## src/rtl/h264intra_cc_sequencer.sv

```systemverilog
// Chroma-block sequencer: loads one channel, computes all its blocks, then emits
// each block's output burst and waits for reconstruction feedback before moving on.
module h264intra_cc_sequencer #(
  parameter int NCH      = 2,
  parameter int NBLK     = 4,
  parameter int LOADW    = 16,
  parameter int CALC_CYC = 4,
  parameter int OUT_CYC  = 6,
  localparam int CW      = (NCH > 1) ? $clog2(NCH) : 1,
  localparam int BW      = (NBLK > 1) ? $clog2(NBLK) : 1,
  localparam int WW      = $clog2(LOADW),
  localparam int MAXC    = (CALC_CYC > OUT_CYC) ? CALC_CYC : OUT_CYC,
  localparam int YW      = (MAXC > 1) ? $clog2(MAXC) : 1
) (
  input  logic          CLK2,
  input  logic          NEWLINE,
  input  logic          STROBEI,
  input  logic          READYO,
  input  logic          FBSTROBE,
  output logic [CW-1:0] ch,
  output logic [BW-1:0] blk,
  output logic [WW-1:0] wcnt,
  output logic [YW-1:0] cyc,
  output logic          load_en,
  output logic          calc_en,
  output logic          out_en,
  output logic          fb_wait,
  output logic          blk_done,
  output logic          mb_done,
  output logic          busy,
  output logic          err
);

  typedef enum logic [2:0] {
    S_IDLE, S_LOAD, S_CALC, S_WAITO, S_OUT, S_FBWAIT, S_DONE
  } state_t;

  localparam logic [CW-1:0] C_LAST  = CW'(NCH - 1);
  localparam logic [BW-1:0] B_LAST  = BW'(NBLK - 1);
  localparam logic [WW-1:0] W_LAST  = WW'(LOADW - 1);
  localparam logic [YW-1:0] CC_LAST = YW'(CALC_CYC - 1);
  localparam logic [YW-1:0] OC_LAST = YW'(OUT_CYC - 1);

  state_t        r_state, w_state;
  logic [CW-1:0] r_ch, w_ch;
  logic [BW-1:0] r_blk, w_blk;
  logic [WW-1:0] r_wcnt, w_wcnt;
  logic [YW-1:0] r_cyc, w_cyc;
  logic          r_fb_seen, w_fb_seen;
  logic          r_err, w_err;
  logic          w_loading;
  logic          w_fb_exit;

  assign w_loading = (r_state == S_IDLE) || (r_state == S_LOAD);
  assign w_fb_exit = (r_state == S_FBWAIT) && (FBSTROBE || r_fb_seen);

  always_ff @(posedge CLK2) begin
    if (NEWLINE) begin
      r_state   <= S_IDLE;
      r_ch      <= '0;
      r_blk     <= '0;
      r_wcnt    <= '0;
      r_cyc     <= '0;
      r_fb_seen <= 1'b0;
      r_err     <= 1'b0;
    end else begin
      r_state   <= w_state;
      r_ch      <= w_ch;
      r_blk     <= w_blk;
      r_wcnt    <= w_wcnt;
      r_cyc     <= w_cyc;
      r_fb_seen <= w_fb_seen;
      r_err     <= w_err;
    end
  end

  always_comb begin
    w_state   = r_state;
    w_ch      = r_ch;
    w_blk     = r_blk;
    w_wcnt    = r_wcnt;
    w_cyc     = r_cyc;
    w_fb_seen = r_fb_seen;
    w_err     = r_err || (STROBEI && !w_loading);
    case (r_state)
      S_IDLE: begin
        if (STROBEI) begin
          w_wcnt  = WW'(1);
          w_state = S_LOAD;
        end
      end
      S_LOAD: begin
        if (STROBEI) begin
          if (r_wcnt == W_LAST) begin
            w_wcnt  = '0;
            w_blk   = '0;
            w_cyc   = '0;
            w_state = S_CALC;
          end else begin
            w_wcnt = r_wcnt + 1'b1;
          end
        end
      end
      S_CALC: begin
        if (r_cyc == CC_LAST) begin
          w_cyc = '0;
          if (r_blk == B_LAST) begin
            w_blk   = '0;
            w_state = S_WAITO;
          end else begin
            w_blk = r_blk + 1'b1;
          end
        end else begin
          w_cyc = r_cyc + 1'b1;
        end
      end
      S_WAITO: begin
        if (READYO) w_state = S_OUT;
      end
      S_OUT: begin
        // Feedback arriving mid-burst is latched so FBWAIT can leave on its first cycle.
        if (FBSTROBE) w_fb_seen = 1'b1;
        if (r_cyc == OC_LAST) begin
          w_cyc   = '0;
          w_state = S_FBWAIT;
        end else begin
          w_cyc = r_cyc + 1'b1;
        end
      end
      S_FBWAIT: begin
        if (w_fb_exit) begin
          w_fb_seen = 1'b0;
          if (r_blk != B_LAST) begin
            w_blk   = r_blk + 1'b1;
            w_state = S_WAITO;
          end else if (r_ch != C_LAST) begin
            w_ch    = r_ch + 1'b1;
            w_blk   = '0;
            w_state = S_LOAD;
          end else begin
            w_state = S_DONE;
          end
        end
      end
      S_DONE: begin
        w_ch    = '0;
        w_blk   = '0;
        w_wcnt  = '0;
        w_cyc   = '0;
        w_state = S_IDLE;
      end
      default: w_state = S_IDLE;
    endcase
  end

  assign ch       = r_ch;
  assign blk      = r_blk;
  assign wcnt     = r_wcnt;
  assign cyc      = r_cyc;
  assign load_en  = STROBEI && w_loading;
  assign calc_en  = (r_state == S_CALC);
  assign out_en   = (r_state == S_OUT);
  assign fb_wait  = (r_state == S_FBWAIT);
  assign blk_done = w_fb_exit;
  assign mb_done  = (r_state == S_DONE);
  assign busy     = (r_state != S_IDLE);
  assign err      = r_err;

endmodule

```

## config.mk

```make
export PLATFORM = sky130hd
export DESIGN_NAME = h264intra_cc_sequencer
export DESIGN_NICKNAME = d
export VERILOG_FILES = /design/src/rtl/h264intra_cc_sequencer.sv
export SDC_FILE = /design/constraint.sdc
export NUM_CORES = 1
export LEC_CHECK = 0
export ABC_AREA = 0
export CAP_MARGIN = 0
export CELL_PAD_IN_SITES_DETAIL_PLACEMENT = 0
export CELL_PAD_IN_SITES_GLOBAL_PLACEMENT = 2
export CORE_UTILIZATION = 26
export CTS_BUF_LIST = sky130_fd_sc_hd__clkbuf_16
export CTS_CLUSTER_SIZE = 14
export DETAILED_ROUTE_END_ITERATION = 6
export GPL_ROUTABILITY_DRIVEN = 0
export PLACE_DENSITY = 0.82
export SLEW_MARGIN = 20
export SYNTH_ARGS = -nofsm -noshare
export SYNTH_HDL_FRONTEND = slang
export SYNTH_SLANG_ARGS = --single-unit
export TNS_END_PERCENT = 50
```

## constraint.sdc

```tcl
create_clock -name CLK2 -period 1.9 [get_ports CLK2]
set_clock_uncertainty 0.05 [all_clocks]
set_input_delay 0.57 -clock CLK2 [delete_from_list [all_inputs] [get_ports CLK2]]
set_output_delay 0.57 -clock CLK2 [all_outputs]
set_load 0.05 [all_outputs]
```

# Word level (Yosys, flattened, before mapping)
# Cells that the tools add are included.
# word_totals
reg_bits	15
in_bits	5
# classes
n_addsub	4
n_eq_ne	22
mux	35
reduce_logical	20
# op_table
cell	n
$mux 3	14
$pmux 3 s6	1
$mux 2	7
$eq 3x3->1 const B	4
$mux 4	3
$ne 2x2->1 const B	6
$pmux 3 s4	1
$pmux 4 s3	1
$reduce_and 3->1	4
$ne 2x1->1 const B	5
$eq 3x2->1 const B	3
$pmux 2 s4	1
$reduce_and 8->1	1
$reduce_bool 4->1	2
$reduce_and 6->1	1
$reduce_bool 3->1	2
$mux 1	5
$add 4x1->4 const B	1
$eq 4x4->1 const B	1
$pmux 1 s2	2
$reduce_bool 2->1	2
$add 3x1->3 const B	1
$eq 3x1->1 const B	1
$logic_and 1x1->1	3
other kinds (7)	9

# Depth between registers and ports, before layout
# depth
depth_word	5
ltp_mapped	6
ltp_nobuf	6

# Worst setup path after synthesis
# No wires, ideal clock.
# synth_timing
path_kind	input to output
start	in STROBEI
end	out load_en
arrival_ps	1818
slack_ps	-538
stages	1
cell_sequence	nor3b_1
# synth_via
elab_chain_cells	1
# synth_rtl
element	line	rtl
start, declared	17	input logic STROBEI,
$logic_and 1x1->1	160	assign load_en = STROBEI && w_loading;
end, declared	24	output logic load_en,
# No other way between the ends.

# Worst setup path after layout
# layout_timing
start	reg r_state[1]
end	out calc_en
# layout_via
elab_chain_cells	1
# layout_rtl
element	line	rtl
start, declared	44	state_t r_state, w_state;
start signal, assigned	67	r_state <= w_state;
$eq 3x2->1	161	assign calc_en = (r_state == S_CALC);
end, declared	25	output logic calc_en,
# No other way between the ends.

==> results.cfg <==
[critical_path]
required_ns = 1.28
cp-start-kind = register
cp.buffers_inverters = 2
crit_family = simple AND/OR/NAND/NOR gates
crit_arrival_ns = 1.26
critical_path.max_stage_delay_ns = 0.43
worstPathMaxFanout = 7
path_class = reg2out
cp_cell_sequence = or3b_4 > inv_4 > buf_12
cp_slowest_cell = or3b_4
worst_setup_path_end_kind = primary output

[clock_network]
clockBufferDepth = 2
post_cts_buffers = 0
ctsHoldBuffers = 0
cts_tree = built
htreeDepth = 1
insertion_delay_ns = 0.24
clk_pin_slew_worst_paths_ns = 0.05
clock-root-buffer = clkbuf_16
clock_sinks = 15
cts_buffers = 3

[global_route]
met2_usage_pct = 21.71
grt_util_all_layers_pct = 13.70
grtUsageMet1_pct = 18.40
grt_busiest_layer = met2
grt_max_degree = 12
grtUsageMet3_pct = 2.857
grt_pass1_vias = 998
grt_pass1_wl_mm = 4.540
antenna_found_initial = 0
grt-ovfl-total = 0

[routing]
route.detailed.wl_per_inst_um = 12.94
firstDrtPassIters = 4
wl_mm = 2.731
first_iter_violations = 38
ant_nets = 0
vias = 1060
drc_errors = 0
vias_per_cell = 5.024

[cells_and_area]
fin_nets = 175
fin_util_pct = 46.61
nFillCells = 370
drive_gt1_share_pct = 41.10
area.growth.synth_to_final_pct = 70.68
n_antenna_cell = 0

[synth]
synth_top_area_cell = dfxtp_1
synth_edf_count = 0
ys_seq_area_share_pct = 29.81
synth-seq-cells = 15
synthDistinctLibCells = 44
synth_flop_cell = dfxtp_1
synth.area.top_cells = dfxtp_1 30%, ha_1 7.5%, a21oi_1 6.5%
synthTopCellsByCount = 15 x dfxtp_1, 13 x a21oi_1, 9 x inv_1, 7 x nand2_1
yosys_warnings = 0
syn-num-nets = 128
ys_async_sr_fraction_pct = 0
yosysMostFrequentCell = dfxtp_1
syn_area_um2 = 1007
synth_cells = 117
syn_area_per_cell_um2 = 8.609
synth.top_cell.area_share_pct = 29.81

[min_path]
hold_path_class = reg2reg

[timing]
hold_viol = 0
period_share_pct = 99.04
fmax_mhz = 531.4
tightest_slew_ns = 0.4096
grt_setup_unrepaired = yes
finalSetupViolCount = 0
period_minus_slack_ns = 1.882
setup_slack_ns = 0.01825
timing.slew.headroom_pct = 72.61
drv_slew = 0

[pwr]
leakage_nw = 0.6953
p_per_area_nw_per_um2 = 1108
ir_drop_v = 0.0004168

[outcome]
status = complete, no violations

[floorplan]
coreArea_um2 = 3689
initial_core_util_pct = 27.31
rows = 22
fp.dieH_um = 64.24
fp.dieArea_um2 = 4127
die_x_um = 64.24
io_pins = 23

[placement]
port_buffers = 22
dp_slack_ns = -0.3826
dpl.hpwl_mm = 2.072

[run]
cap_violations = 0
[sequential cells by signal (all words and copies together) (netlist names)]
signal	flops
r_state	3
cyc	3
err	1
blk	2
ch	1
wcnt	4
r_fb_seen	1
[metrics by stage]
stage          total power, W  TNS [ns]  std cells  hold WS [ns]  cell area, um^2
2_1_floorplan        0.001034   -0.5646        117        0.4287             1013
3_3_place_gp         0.001447    -2.500        207        0.4136             1609
3_5_place_dp         0.001461    -2.851        207        0.4133             1609
4_1_cts              0.001902         0        211        0.4278             1709
5_1_grt              0.001989  -0.01376        211        0.4357             1719
6_report             0.001904         0        211        0.4241             1719
[report_power, final]
part	switching, W	internal (W)
registers	0.0000516	0.000367
logic	0.000569	0.000510
clock network	0.000128	0.000279
total	0.000749	0.00116
[worst min-delay path, cell delays in order (launching register included)]
cell	delay, ns
dfxtp_1	0.33
a21oi_1	0.04
nor2_1	0.07
[routing by layer]
metal,routed length (um),up-vias,share of wire [%]
li1,-,522,-
met1,1203,505,44
met2,1363,31,50
met3,151,2,5.5
met4,13,0,0.48
met5,0,-,0
[path summary, 6_finish.rpt]
check	from	end	slack [ns]	cells past startpoint
worst max register to register	cyc[0]$_SDFFE_PP0P_	r_state[2]$_SDFFE_PP0P_	0.10	7
worst min register to register	err$_SDFF_PP0_	err$_SDFF_PP0_	0.42	2
worst max-delay path	r_state[1]$_SDFFE_PP0P_	calc_en	0.02	3
worst min-delay path	err$_SDFF_PP0_	err$_SDFF_PP0_	0.42	2
[layout by cell type, fill, tap and decap left out, types with 2 or more instances in the layout]
master	n
or3b_1	2
a31oi_1	4
o21ai_1	2
nor2_1	5
clkbuf_16	3
dfxtp_4	2
buf_12	16
o211ai_1	3
clkdlybuf4s50_1	2
nand2_1	7
ha_1	4
nand2b_1	5
nand3_2	2
nand4_1	2
nand3b_1	3
inv_1	10
buf_4	26
or3_1	2
o21ai_0	2
ha_2	2
a211oi_1	2
dfxtp_1	12
a21oi_1	13
mux2i_1	3
[layout make-up]
type                            instances  area, um^2  area share (%)
Multi-Input combinational cell         87       665.6           38.72
Timing Repair Buffer                   47       565.5           32.90
Sequential cell                        15       309.0           17.98
Clock buffer                            3       75.07           4.367
Tap cell                               48       60.06           3.493
Inverter                               10       40.04           2.329
Clock inverter                          1       3.754          0.2183
[logic make-up (layout without fill, tap and decap cells)]
logic type	Yosys count	count (layout)	share of synthesized area (%)
AOI/OAI and AO/OA	36	36	24.47
adders and majority gates	6	6	7.453
buffers and inverters	15	61	6.458
DFF	15	15	29.81
muxes	4	4	4.472
and+or+nand+nor	41	41	27.33
[timing repair]
action,in CTS,in global routing
setup endpoints to repair,8,5
pin swaps,2,2
gates resized for setup,16,5
No activity file was read; power rests on OpenSTA's default activity.
